[config.mk]
export PLATFORM = sky130hd
export DESIGN_NAME = spi_slave_flat
export DESIGN_NICKNAME = d
export VERILOG_FILES = /design/src/rtl/spi_slave_if.sv /design/src/rtl/spi_slave.sv /design/src/flat_wrapper.sv
export SDC_FILE = /design/constraint.sdc
export NUM_CORES = 1
export LEC_CHECK = 0
export ABC_AREA = 0
export BUFFER_PORTS_ARGS = -buffer_cell sky130_fd_sc_hd__buf_2
export CAP_MARGIN = 30
export CORE_MARGIN = 4
export CORE_UTILIZATION = 28
export CTS_BUF_LIST = sky130_fd_sc_hd__clkbuf_4 sky130_fd_sc_hd__clkbuf_8
export DETAILED_ROUTE_END_ITERATION = 10
export SLEW_MARGIN = 20
export SYNTH_ARGS = -nofsm -noshare
export SYNTH_HDL_FRONTEND = slang
export SYNTH_SLANG_ARGS = --single-unit
[constraint.sdc]
create_clock -name HCLK -period 3.8 [get_ports HCLK]
set_clock_uncertainty 0.15 [all_clocks]
set_input_delay 0.38 -clock HCLK [delete_from_list [all_inputs] [get_ports HCLK]]
set_output_delay 0.38 -clock HCLK [all_outputs]
set_load 0.01 [all_outputs]
[src/rtl/spi_slave_if.sv]
// Parallel-side and serial-side signals of the SPI responder.
interface spi_slave_if;
  localparam int unsigned DATA_W = 8;

  // Serial link pins
  logic              SPI_CLK_i;
  logic              SPI_SS_i;
  logic              SPI_MOSI_i;
  logic              SPI_MISO_o;

  // Local transmit/receive side
  logic [DATA_W-1:0] tx_data_i;
  logic              tx_valid_i;
  logic              tx_ready_o;
  logic [DATA_W-1:0] rx_data_o;
  logic              rx_valid_o;
  logic              tx_underrun_o;
  logic              busy_o;

  modport slave (
    input  SPI_CLK_i,
    input  SPI_SS_i,
    input  SPI_MOSI_i,
    input  tx_data_i,
    input  tx_valid_i,
    output SPI_MISO_o,
    output tx_ready_o,
    output rx_data_o,
    output rx_valid_o,
    output tx_underrun_o,
    output busy_o
  );

  modport master (
    output SPI_CLK_i,
    output SPI_SS_i,
    output SPI_MOSI_i,
    output tx_data_i,
    output tx_valid_i,
    input  SPI_MISO_o,
    input  tx_ready_o,
    input  rx_data_o,
    input  rx_valid_o,
    input  tx_underrun_o,
    input  busy_o
  );
endinterface

[src/rtl/spi_slave.sv]
// SPI mode-0 responder: oversamples the serial pins in the HCLK domain,
// deserialises MOSI into bytes and serialises a one-entry holding register
// onto MISO.
module spi_slave (
  input  logic        HCLK,
  input  logic        HRESETn,
  spi_slave_if.slave  bus
);

  localparam int unsigned DATA_W = 8;
  localparam int unsigned CNT_W  = 3;
  localparam logic [DATA_W-1:0] FILL_BYTE = 8'hFF;
  localparam logic [CNT_W-1:0]  LAST_BIT  = 3'd7;

  typedef enum logic {
    S_IDLE   = 1'b0,
    S_ACTIVE = 1'b1
  } state_t;

  state_t state;
  state_t state_nx;

  // Synchroniser chains and edge-detect history
  logic [1:0] clk_sync;
  logic [1:0] ss_sync;
  logic [1:0] mosi_sync;
  logic       clk_hist;
  logic       ss_hist;

  logic sclk_s;
  logic ss_s;
  logic mosi_s;
  logic sclk_rise;
  logic sclk_fall;
  logic ss_fall;
  logic ss_rise;

  // Datapath state
  logic [DATA_W-1:0] hold;
  logic              hold_empty;
  logic [DATA_W-1:0] shift_tx;
  logic [DATA_W-2:0] shift_rx;
  logic [CNT_W-1:0]  bit_cnt;
  logic              load_pending;

  // Registered outputs
  logic [DATA_W-1:0] rx_data_q;
  logic              rx_valid_q;
  logic              underrun_q;
  logic              busy_q;
  logic              miso_q;

  // Per-cycle control decoded by the output process
  logic              do_load;
  logic              do_shift;
  logic              do_sample;
  logic              do_abort;
  logic              byte_done;
  logic              accept;
  logic [DATA_W-1:0] shift_tx_nx;
  logic              miso_nx;
  logic              busy_nx;
  logic              underrun_nx;

  // Two-flop synchronisers plus history flop for SCLK and SS
  always_ff @(posedge HCLK or negedge HRESETn) begin
    if (!HRESETn) begin
      clk_sync  <= 2'b00;
      ss_sync   <= 2'b11;
      mosi_sync <= 2'b00;
      clk_hist  <= 1'b0;
      ss_hist   <= 1'b1;
    end else begin
      clk_sync  <= {clk_sync[0], bus.SPI_CLK_i};
      ss_sync   <= {ss_sync[0], bus.SPI_SS_i};
      mosi_sync <= {mosi_sync[0], bus.SPI_MOSI_i};
      clk_hist  <= clk_sync[1];
      ss_hist   <= ss_sync[1];
    end
  end

  assign sclk_s    = clk_sync[1];
  assign ss_s      = ss_sync[1];
  assign mosi_s    = mosi_sync[1];
  assign sclk_rise = sclk_s & ~clk_hist;
  assign sclk_fall = ~sclk_s & clk_hist;
  assign ss_fall   = ~ss_s & ss_hist;
  assign ss_rise   = ss_s & ~ss_hist;

  // State register
  always_ff @(posedge HCLK or negedge HRESETn) begin
    if (!HRESETn) begin
      state <= S_IDLE;
    end else begin
      state <= state_nx;
    end
  end

  // Next-state: selection opens and closes a transfer
  always_comb begin
    state_nx = state;
    case (state)
      S_IDLE:   if (ss_fall) state_nx = S_ACTIVE;
      S_ACTIVE: if (ss_rise) state_nx = S_IDLE;
      default:  state_nx = S_IDLE;
    endcase
  end

  // Output/control decode; SS release takes priority over SCLK edges
  always_comb begin
    do_load   = 1'b0;
    do_shift  = 1'b0;
    do_sample = 1'b0;
    do_abort  = 1'b0;
    case (state)
      S_IDLE: begin
        if (ss_fall) do_load = 1'b1;
      end
      S_ACTIVE: begin
        if (ss_rise) begin
          do_abort = 1'b1;
        end else if (sclk_rise) begin
          do_sample = 1'b1;
        end else if (sclk_fall) begin
          if (load_pending) do_load  = 1'b1;
          else              do_shift = 1'b1;
        end
      end
      default: ;
    endcase

    byte_done = do_sample && (bit_cnt == LAST_BIT);
    accept    = bus.tx_valid_i & hold_empty;

    // An empty holding register at a boundary sends the fill byte; a byte
    // accepted in the same cycle waits for the next boundary.
    shift_tx_nx = shift_tx;
    if (do_load) begin
      shift_tx_nx = hold_empty ? FILL_BYTE : hold;
    end else if (do_shift) begin
      shift_tx_nx = {shift_tx[DATA_W-2:0], 1'b0};
    end

    busy_nx     = (state_nx == S_ACTIVE);
    miso_nx     = busy_nx ? shift_tx_nx[DATA_W-1] : 1'b0;
    underrun_nx = do_load & hold_empty;
  end

  // Transmit holding register
  always_ff @(posedge HCLK or negedge HRESETn) begin
    if (!HRESETn) begin
      hold       <= '0;
      hold_empty <= 1'b1;
    end else begin
      if (accept) begin
        hold       <= bus.tx_data_i;
        hold_empty <= 1'b0;
      end else if (do_load && !hold_empty) begin
        hold_empty <= 1'b1;
      end
    end
  end

  // Shift registers, bit counter and byte-boundary bookkeeping
  always_ff @(posedge HCLK or negedge HRESETn) begin
    if (!HRESETn) begin
      shift_tx     <= '0;
      shift_rx     <= '0;
      bit_cnt      <= '0;
      load_pending <= 1'b0;
      rx_data_q    <= '0;
    end else begin
      shift_tx <= shift_tx_nx;
      if (do_sample) begin
        shift_rx <= {shift_rx[DATA_W-3:0], mosi_s};
        bit_cnt  <= bit_cnt + CNT_W'(1);
      end
      if (byte_done) begin
        rx_data_q    <= {shift_rx, mosi_s};
        load_pending <= 1'b1;
      end else if (do_load) begin
        load_pending <= 1'b0;
      end
      if (do_abort) begin
        bit_cnt      <= '0;
        load_pending <= 1'b0;
      end
    end
  end

  // Registered status and serial outputs
  always_ff @(posedge HCLK or negedge HRESETn) begin
    if (!HRESETn) begin
      rx_valid_q <= 1'b0;
      underrun_q <= 1'b0;
      busy_q     <= 1'b0;
      miso_q     <= 1'b0;
    end else begin
      rx_valid_q <= byte_done;
      underrun_q <= underrun_nx;
      busy_q     <= busy_nx;
      miso_q     <= miso_nx;
    end
  end

  assign bus.SPI_MISO_o    = miso_q;
  assign bus.tx_ready_o    = hold_empty;
  assign bus.rx_data_o     = rx_data_q;
  assign bus.rx_valid_o    = rx_valid_q;
  assign bus.tx_underrun_o = underrun_q;
  assign bus.busy_o        = busy_q;

endmodule

[src/flat_wrapper.sv]
// flat-port wrapper written by rule: the top's interface ports become plain ports
module spi_slave_flat 
  (HCLK, HRESETn, bus_SPI_CLK_i, bus_SPI_SS_i, bus_SPI_MOSI_i, bus_tx_data_i, bus_tx_valid_i, bus_SPI_MISO_o, bus_tx_ready_o, bus_rx_data_o, bus_rx_valid_o, bus_tx_underrun_o, bus_busy_o);
  spi_slave_if bus_i ();
  input  logic HCLK;
  input  logic HRESETn;
  input wire logic [$bits(bus_i.SPI_CLK_i)-1:0] bus_SPI_CLK_i;
  input wire logic [$bits(bus_i.SPI_SS_i)-1:0] bus_SPI_SS_i;
  input wire logic [$bits(bus_i.SPI_MOSI_i)-1:0] bus_SPI_MOSI_i;
  input wire logic [$bits(bus_i.tx_data_i)-1:0] bus_tx_data_i;
  input wire logic [$bits(bus_i.tx_valid_i)-1:0] bus_tx_valid_i;
  output wire logic [$bits(bus_i.SPI_MISO_o)-1:0] bus_SPI_MISO_o;
  output wire logic [$bits(bus_i.tx_ready_o)-1:0] bus_tx_ready_o;
  output wire logic [$bits(bus_i.rx_data_o)-1:0] bus_rx_data_o;
  output wire logic [$bits(bus_i.rx_valid_o)-1:0] bus_rx_valid_o;
  output wire logic [$bits(bus_i.tx_underrun_o)-1:0] bus_tx_underrun_o;
  output wire logic [$bits(bus_i.busy_o)-1:0] bus_busy_o;
  assign bus_i.SPI_CLK_i = bus_SPI_CLK_i;
  assign bus_i.SPI_SS_i = bus_SPI_SS_i;
  assign bus_i.SPI_MOSI_i = bus_SPI_MOSI_i;
  assign bus_i.tx_data_i = bus_tx_data_i;
  assign bus_i.tx_valid_i = bus_tx_valid_i;
  assign bus_SPI_MISO_o = bus_i.SPI_MISO_o;
  assign bus_tx_ready_o = bus_i.tx_ready_o;
  assign bus_rx_data_o = bus_i.rx_data_o;
  assign bus_rx_valid_o = bus_i.rx_valid_o;
  assign bus_tx_underrun_o = bus_i.tx_underrun_o;
  assign bus_busy_o = bus_i.busy_o;
  spi_slave u_core (.HCLK(HCLK), .HRESETn(HRESETn), .bus(bus_i));
endmodule
==> impl_metrics.toml, run 1 <==
[critical_path]
crit_chain = "nand2b_2, nand4b_4, or2_1, mux2_4"
slowest_stage = "dfstp_2"
end_kind = "flip-flop"
regToRegSetupSlack_ns = 1.71
worst_ep_arrival_time_ns = 2.13
crit_type = "reg -> reg"
path_max_fanout = 14
crit_path_start_kind = "flip-flop"
crit_family = "simple AND/OR/NAND/NOR gates"
critPathRequiredTime_ns = 3.84
timing.critical_path.buf_inv = 0
cp_slowest_stage_delay_ns = 0.57

[drt]
drt_first_pass_iters = 4
ant_nets = 0
drc = 0
vias_per_cell = 4.24
top_layer = "met4"
drtIter0Drc = 90
detail_route.wl_per_cell_um = 12.3
routed-wl-met3_um = 114
met1_length_um = 1580
wl_um = 3290
num_vias = 1135
wl_met2_um = 1510

[synthesis]
synth_edf_count = 0
yosysTopAreaCellShare_pct = 55.9
synth.area.top_cells = "dfrtp_1, mux2_2, mux2_4"
syn_area_per_cell_um2 = 14.0
yosysMostFrequentCell = "dfrtp_1"
synthFlopType = "dfrtp_1"
synth_nets = 157
yosys_warnings = 0
synth-async-reset-ratio_pct = 100
synth_cell_types = 34
synthesis.area_mm2 = 0.00197
synth_common_cells = "dfrtp_1, mux2_2, or3_1"
netlist_instances = 141
ys_seq_elements = 48
synth-seq-area-share_pct = 61.3
synth_top_cell_by_area = "dfrtp_1"

[grt]
overflow = 0
grtUsageTotal_pct = 8.59
grt_pass1_wl_um = 5720
grt_pass1_vias = 1175
grt_max_degree = 26
antenna_found_initial = 0

[power_and_ir_drop]
p_leak_nw = 1.12
fin_total_pwr_mw = 1.37
cellPowerDensity_mw_per_mm2 = 585
peakVddDrop_uv = 185

[clock_tree]
cts.reportedPaths.clkPinSlew_ns = 0.08
cts_max_path_buffers = 2
cts_root_buffer = "clkbuf_8"
clock_sink_count = 48
cts_buffers = 5
clk_latency_ns = 0.30
htreeDepth = 2
tritoncts = "done"

[placement]
gp_congestion = 0.685
dp_hpwl_um = 2330
placed_cell_area_mm2 = 0.00220
portBuffers = 26

[timing]
rsz0062_at_grt = "no"
drv_slew = 0
min_period_ns = 2.09
max_slew_margin_pct = 61.5
whs_ns = 0.0322
min_period_over_period_pct = 55.0
hold_violations = 0
setup_viol = 0
worstMarginPinSlew_ns = 0.575
fmax_mhz = 478
final.setup.tns_ns = 0

[die]
dieArea_mm2 = 0.00843
start_util_pct = 29.0
design.core.area_mm2 = 0.00679
rows = 30
ios = 27
die_w_um = 91.8
die_y_um = 91.8

[cells_and_area]
area_delta_synth_final_pct = 19.1
utilization_pct = 34.5
final_area_mm2 = 0.00234
fillers = 661
nets = 187
drive_above_1_share_pct = 39.5
insertedDiodeCount = 0

[min_path]
hold_class = "in -> reg"

[run]
drv_cap = 0

[outcome]
status = "finished clean"
==> where the power goes <==
part,internal [mW],switching [mW]
Sequential,0.652,0.0851
Combinational,0.154,0.0968
Clock,0.215,0.167
==> per-stage QoR <==
step           setup WS [ns]  cells
2_1_floorplan           2.05    141
3_3_place_gp            1.75    257
3_5_place_dp            1.72    258
4_1_cts                 1.70    267
5_1_grt                 1.60    268
6_report                1.71    268
==> registers in the layout, summed over array words and instances (netlist names) <==
signal                    cells
u_core.bit_cnt                3
u_core.bus.rx_data_o          8
u_core.bus.SPI_MISO_o         1
u_core.state                  1
u_core.shift_tx               8
u_core.ss_sync                2
u_core.clk_sync               2
u_core.mosi_sync              2
u_core.load_pending           1
u_core.bus.rx_valid_o         1
u_core.hold                   8
u_core.ss_hist                1
u_core.bus.tx_underrun_o      1
u_core.clk_hist               1
u_core.shift_rx               7
u_core.bus.tx_ready_o         1
==> placed cells by master, fill, tap and decap left out, types with 2 or more instances in the layout <==
cell            n
dfrtp_1        44
buf_2          26
mux2_2         15
or3_1          12
mux2_4          8
o21ai_0         6
o211a_1         6
clkbuf_8        6
inv_1           5
nor2_1          5
nand3_1         4
dfstp_2         4
nand2_1         3
or2_2           2
and2_1          2
o21a_1          2
ha_1            2
dlygate4sd3_1   2
==> path summary, 6_finish.rpt <==
check,startpoint,end,depth (start not counted)
max,u_core.ss_hist,u_core.bus.rx_data_o[0],4
min,bus_SPI_MOSI_i,u_core.mosi_sync[0],1
max reg2reg,u_core.ss_hist,u_core.bus.rx_data_o[0],4
min reg2reg,u_core.mosi_sync[0],u_core.mosi_sync[1],0
max in group asynchronous,HRESETn,u_core.bus.tx_ready_o,3
min in group asynchronous,HRESETn,u_core.bus.rx_data_o[7],2
==> kinds of logic (layout without fill, tap and decap cells) <==
logic type / count (synthesis) / in the layout / share of synthesized area [%]
AOI/OAI and AO/OA: 19 / 19 / 7.44
adders and majority gates: 2 / 2 / 1.27
DFF: 48 / 48 / 61.3
and+or+nand+nor: 37 / 37 / 12.0
muxes: 24 / 24 / 15.2
buffers and inverters: 11 / 42 / 2.80
==> what timing repair did <==
item / 4_1_cts / 5_1_grt
endpoints found under the hold margin: 20 / 1
gates resized for setup: 0 / 0
buffers inserted: 0 / 0
hold buffers: 1 / 1
==> per-layer routing <==
metal | track usage, % | vias up
met5 | 0 | -
met4 | 4.83 | 0
met3 | 2.63 | 6
met2 | 12.7 | 18
met1 | 11.1 | 549
li1 | - | 562
==> cell type report <==
class	instances	area, um2	share of cell area, %
clock buffer	6	82.6	3.52
clock inverter	2	38.8	1.66
inverter	5	18.8	0.801
multi-input combinational	82	707	30.2
sequential	48	1210	51.5
tap	96	120	5.13
timing repair buffer	29	170	7.26
(Power assumes the default switching activity.)
==> inputs of run 2 (changes only) <==
- ABC_AREA: 0 -> 1
- clock period: 3.8 -> 2.1 ns (I/O delays scaled with it)
==> run 2 against run 1 <==
Synthesized cell count is 25% higher. Sequential share of layout area is 0.19 points lower. First-iteration DRC count is 34% lower. Critical path depth is 3 higher. Sequential power is 72% higher. Global-route usage is 0.46 points higher. Clock power is 53% higher. Cell area is 0.37% higher. Cell count is 11% higher. Highest routed layer unchanged. Critical path type unchanged. Critical endpoint is now u_core.bus.rx_data_o[2]. Maximum frequency is 31% higher.
==> impl_metrics.toml, run 2 <==
[synthesis]
synthFlopType = "dfrtp_1"
synth-async-reset-ratio_pct = 100
yosysTopAreaCellShare_pct = 57.8
synth_common_cells = "dfrtp_1, nand2_1, inv_1"
netlist_instances = 176
synth_cell_types = 22
yosysMostFrequentCell = "dfrtp_1"
synth_edf_count = 0
synth_nets = 192
synth_top_cell_by_area = "dfrtp_1"
ys_seq_elements = 48
synth.area.top_cells = "dfrtp_1, nand2_1, dfstp_2"
yosys_warnings = 0
syn_area_per_cell_um2 = 10.8
synthesis.area_mm2 = 0.00191
synth-seq-area-share_pct = 63.3

[timing]
hold_violations = 0
min_period_ns = 1.59
drv_slew = 0
min_period_over_period_pct = 75.9
worstMarginPinSlew_ns = 0.475
setup_viol = 0
final.setup.tns_ns = 0
max_slew_margin_pct = 68.3
rsz0062_at_grt = "no"
fmax_mhz = 627

[cells_and_area]
nets = 235
drive_above_1_share_pct = 28.2
mostFrequentLayoutCells = "dfrtp_1, nand2_1, buf_2, inv_1"
insertedDiodeCount = 0
area_delta_synth_final_pct = 23.4
final_common_cell = "dfrtp_1"

[power_and_ir_drop]
seqPwrFrac_pct = 55.5
pwr-share-comb_pct = 18.8
p_int_mw = 1.63
switchingPower_mw = 0.652
fin_total_pwr_mw = 2.28
p_sw_share_pct = 28.6
cellPowerDensity_mw_per_mm2 = 971
clock_power_share_pct = 25.7
p_leak_nw = 1.19
peakVddDrop_uv = 274

[critical_path]
end_kind = "flip-flop"
crit_path_start_kind = "flip-flop"
critPathRequiredTime_ns = 2.15
r2r_start = "u_core.ss_hist"
rr_endpoint = "u_core.bus.rx_data_o[2]"
regToRegSetupSlack_ns = 0.51
worst_ep_arrival_time_ns = 1.64
crit_type = "reg -> reg"
r2r_cells = 7
path_max_fanout = 17

[min_path]
hold_class = "reg -> reg"
whs_endpoint = "u_core.clk_sync[1]"
hold_path_depth = 0
holdCritStartpoint = "u_core.clk_sync[0]"

[grt]
grt_max_degree = 29
grt_pass1_wl_um = 5970
overflow = 0
grt_pass1_vias = 1319
grtUsageTotal_pct = 9.05
antenna_found_initial = 0

[drt]
num_vias = 1247
drt_first_pass_iters = 3
drtIter0Drc = 59
drc = 0
vias_per_cell = 4.20
wl_um = 3330
ant_nets = 0
detail_route.wl_per_cell_um = 11.2

[clock_tree]
cts_buffers = 5
cts_root_buffer = "clkbuf_8"
clk_latency_ns = 0.30
htreeDepth = 2
post_cts_resized = 0
tritoncts = "done"
clock_sink_count = 48
cts.reportedPaths.clkPinSlew_ns = 0.09
cts_max_path_buffers = 2

[placement]
gp_congestion = 0.733
dp_hpwl_um = 2320
portBuffers = 26

[die]
die_w_um = 90.5
dieArea_mm2 = 0.00819
ios = 27
rows = 29
die_y_um = 90.5
design.core.area_mm2 = 0.00649
start_util_pct = 29.3

[run]
drv_cap = 0

[outcome]
status = "finished clean"
==> run 2: what timing repair did <==
action                    4_1_cts  5_1_grt
hold endpoints to repair       29        0
buffers inserted                0        0
hold buffers                   13        0
==> run 2: logic make-up (layout without fill, tap and decap cells) <==
family                   Yosys count  after routing  share of synthesized area (%)
AND/OR/NAND/NOR                   71             71                           16.5
flip-flops                        48             48                           63.3
AO/OA/AOI/OAI                     25             25                           9.32
multiplexers                       7              7                           4.14
buffers and inverters             23             67                           5.38
adder cells (fa/ha/maj)            2              2                           1.31
==> run 2: worst max-delay path: stages, from the launching register on <==
cell and delay (ns):
dfstp_2 0.54, inv_1 0.08, a21oi_4 0.18, nand2_4 0.15, inv_4 0.10, nand2_4 0.13
nand2_1 0.11, o21ai_2 0.05
==> run 2: area by class of cell <==
class / count / area [um2]
Clock buffer: 7 / 90.1
Clock inverter: 1 / 8.76
Fill cell: 625 / 4140
Inverter: 19 / 73.8
Multi-Input combinational cell: 105 / 597
Sequential cell: 48 / 1210
Tap cell: 77 / 96.3
Timing Repair Buffer: 40 / 280
==> run 2: worst max path at each step <==
stage                        start                      end  slack, ns  depth (start not counted)
floorplan           u_core.ss_hist  u_core.bus.rx_data_o[6]       0.62                          8
global placement    u_core.ss_hist  u_core.bus.rx_data_o[0]       0.54                          7
detailed placement  u_core.ss_hist  u_core.bus.rx_data_o[2]       0.50                          7
CTS                 u_core.ss_hist  u_core.bus.rx_data_o[2]       0.49                          7
global route        u_core.ss_hist  u_core.bus.rx_data_o[7]       0.35                          8
finish              u_core.ss_hist  u_core.bus.rx_data_o[2]       0.51                          7
==> run 2: metrics by stage <==
stage	hold WS, ns	instances	instance area, um2	util, %	setup slack, ns
after floorplan	-0.236	176	1910	-	0.616
after global placement	0.0488	276	2120	32.7	0.538
after detailed placement	0.0471	276	2120	32.7	0.502
after CTS	0.207	297	2350	36.2	0.488
after global routing	0.216	297	2350	36.2	0.345
final	0.208	297	2350	36.2	0.505
==> run 2: metal layers <==
metal	vias to the layer above	wire length [um]	track usage, %
met2	15	1570	15.2
met4	0	73	4.59
li1	650	-	-
met1	576	1580	10.5
met5	-	0	0
met3	6	103	2.50
==> run 2: power by group through the flow <==
| stage | combinational [mW] | clock [mW] | sequential (mW) |
|---|---|---|---|
| after floorplan | 0.315 | 0 | 1.26 |
| after global placement | 0.411 | 0 | 1.28 |
| after detailed placement | 0.424 | 0 | 1.29 |
| after CTS | 0.443 | 0.606 | 1.27 |
| after global routing | 0.504 | 0.643 | 1.30 |
| final | 0.430 | 0.586 | 1.27 |
==> inputs of run 3 (changes only) <==
- clock period: 2.1 -> 1.6 ns (I/O delays scaled with it)
==> run 3 against run 2 <==
Worst hold slack worse by 0.022 ns. Wire length increased by 2.3%. Cell area increased by 3.1%. Die area did not move. Via count increased by 3.8%. Total power rose by 32%. Worst setup slack got worse by 0.40 ns. Cell count up 1.7%. Critical path type unchanged. Highest routed layer unchanged.
==> impl_metrics.toml, run 3 (synthesized netlist as in run 2, its figures left out) <==
[timing]
hold_violations = 0
fmax_mhz = 669
final.setup.tns_ns = 0
min_period_over_period_pct = 93.4
max_slew_margin_pct = 69.5
whs_ns = 0.186
worstMarginPinSlew_ns = 0.457
postLayoutSetupSlackWorst_ns = 0.106
rsz0062_at_grt = "no"
min_period_ns = 1.49
setup_viol = 0
drv_slew = 0

[die]
die_w_um = 90.5
rows = 29
dieArea_mm2 = 0.00819
ios = 27
design.core.area_mm2 = 0.00649
die_y_um = 90.5
start_util_pct = 29.3

[critical_path]
cp.depth = 6
endpoint = "u_core.shift_rx[3]"
cp_slowest_stage_delay_ns = 0.55
worst_ep_arrival_time_ns = 1.53
slowest_stage = "dfstp_2"
timing.critical_path.buf_inv = 2
critPathRequiredTime_ns = 1.63
regToRegSetupSlack_ns = 0.11
r2r_start = "u_core.ss_hist"
crit_path_start_kind = "flip-flop"
crit_type = "reg -> reg"
end_kind = "flip-flop"
path_max_fanout = 14
crit_chain = "inv_2, a21oi_4, nand2_4, buf_4, nand2_1, o21ai_0"
r2r_cells = 6
crit_family = "flip-flops"
rr_endpoint = "u_core.shift_rx[3]"
crit_start = "u_core.ss_hist"

[cells_and_area]
area_delta_synth_final_pct = 27.2
final_area_mm2 = 0.00242
fillers = 634
final_common_cell = "dfrtp_1"
nets = 240
drive_above_1_share_pct = 31.1
mostFrequentLayoutCells = "dfrtp_1, nand2_1, buf_2, inv_1"
insertedDiodeCount = 0
utilization_pct = 37.3

[clock_tree]
clock_sink_count = 48
clk_latency_ns = 0.29
cts_max_path_buffers = 2
htreeDepth = 2
cts_buffers = 5
cts.reportedPaths.clkPinSlew_ns = 0.09
cts_root_buffer = "clkbuf_8"
tritoncts = "done"

[placement]
dp_slack_ns = 0.0821
gp_congestion = 0.712
dp_hpwl_um = 2340
portBuffers = 26
placed_cell_area_mm2 = 0.00215

[power_and_ir_drop]
p_leak_nw = 1.21
cellPowerDensity_mw_per_mm2 = 1250
peakVddDrop_uv = 381

[grt]
grt_pass1_vias = 1281
antenna_found_initial = 0
grtUsageTotal_pct = 8.86
grt_max_degree = 21
overflow = 0
grt_pass1_wl_um = 5910

[drt]
detail_route.wl_per_cell_um = 11.3
drtIter0Drc = 66
drc = 0
wl_um = 3400
drt_first_pass_iters = 4
num_vias = 1294
ant_nets = 0
vias_per_cell = 4.28

[run]
drv_cap = 0

[min_path]
hold_class = "in -> async"

[outcome]
status = "finished clean"
[run 3: cell types whose count changed in the layout (fill, tap and decap cells not counted)]
| cell | before | now |
|---|---|---|
| nand2_8 | 0 | 2 |
| clkinvlp_4 | 0 | 1 |
| inv_4 | 1 | 0 |
| inv_2 | 1 | 3 |
| inv_6 | 0 | 1 |
| buf_4 | 0 | 4 |
| nand2_4 | 3 | 4 |
| nand2_1 | 38 | 37 |
| inv_1 | 17 | 15 |
| clkinv_4 | 1 | 0 |
| nand2_2 | 3 | 2 |
[run 3: what timing repair did]
item	4_1_cts	5_1_grt
endpoints found under the setup margin	0	16
hold endpoints to repair	30	0
gates resized for setup	0	8
buffers inserted	0	1
hold buffers	13	0
[run 3: area by class of cell]
type | instances | area [um2] | share of cell area, %
timing repair buffer | 44 | 310 | 12.8
clock inverter | 1 | 7.51 | 0.310
sequential | 48 | 1210 | 49.7
tap | 77 | 96.3 | 3.97
multi-input combinational | 106 | 638 | 26.3
clock buffer | 7 | 90.1 | 3.72
inverter | 19 | 76.3 | 3.15
[run 3: power by group]
| part | switching [mW] | total [mW] | internal (mW) |
|---|---|---|---|
| clock network | 0.388 | 0.756 | 0.368 |
| registers | 0.147 | 1.65 | 1.50 |
| logic | 0.326 | 0.612 | 0.286 |
[run 3: how the worst min path moves through the flow]
stage | slack [ns] | start | depth (start not counted) | to
CTS | 0.20 | HRESETn | 2 | u_core.mosi_sync[1]
global route | 0.22 | u_core.clk_sync[0] | 0 | u_core.clk_sync[1]
finish | 0.19 | HRESETn | 2 | u_core.mosi_sync[1]
floorplan | -0.29 | HRESETn | 0 | u_core.bit_cnt[0]
global placement | -0.007 | HRESETn | 1 | u_core.shift_rx[0]
detailed placement | -0.01 | HRESETn | 1 | u_core.mosi_sync[1]
[run 3: worst reg2reg max path: stages (launching register included)]
cell,delay (ns)
dfstp_2,0.55
inv_2,0.06
a21oi_4,0.21
nand2_4,0.10
buf_4,0.19
nand2_1,0.06
o21ai_0,0.07
[run 3: metal layers]
metal / vias up / track usage, % / share of wire, %
met4: 0 / 4.59 / 1.7
met1: 609 / 11.5 / 49
met2: 17 / 13.4 / 47
li1: 664 / - / -
met5: - / 0 / 0
met3: 4 / 2.42 / 2.8
[run 3: through the flow]
| step | cells | total power, mW |
|---|---|---|
| floorplan | 176 | 2.06 |
| global placement | 279 | 2.23 |
| detailed placement | 279 | 2.26 |
| CTS | 300 | 3.05 |
| global route | 302 | 3.24 |
| finish | 302 | 3.02 |
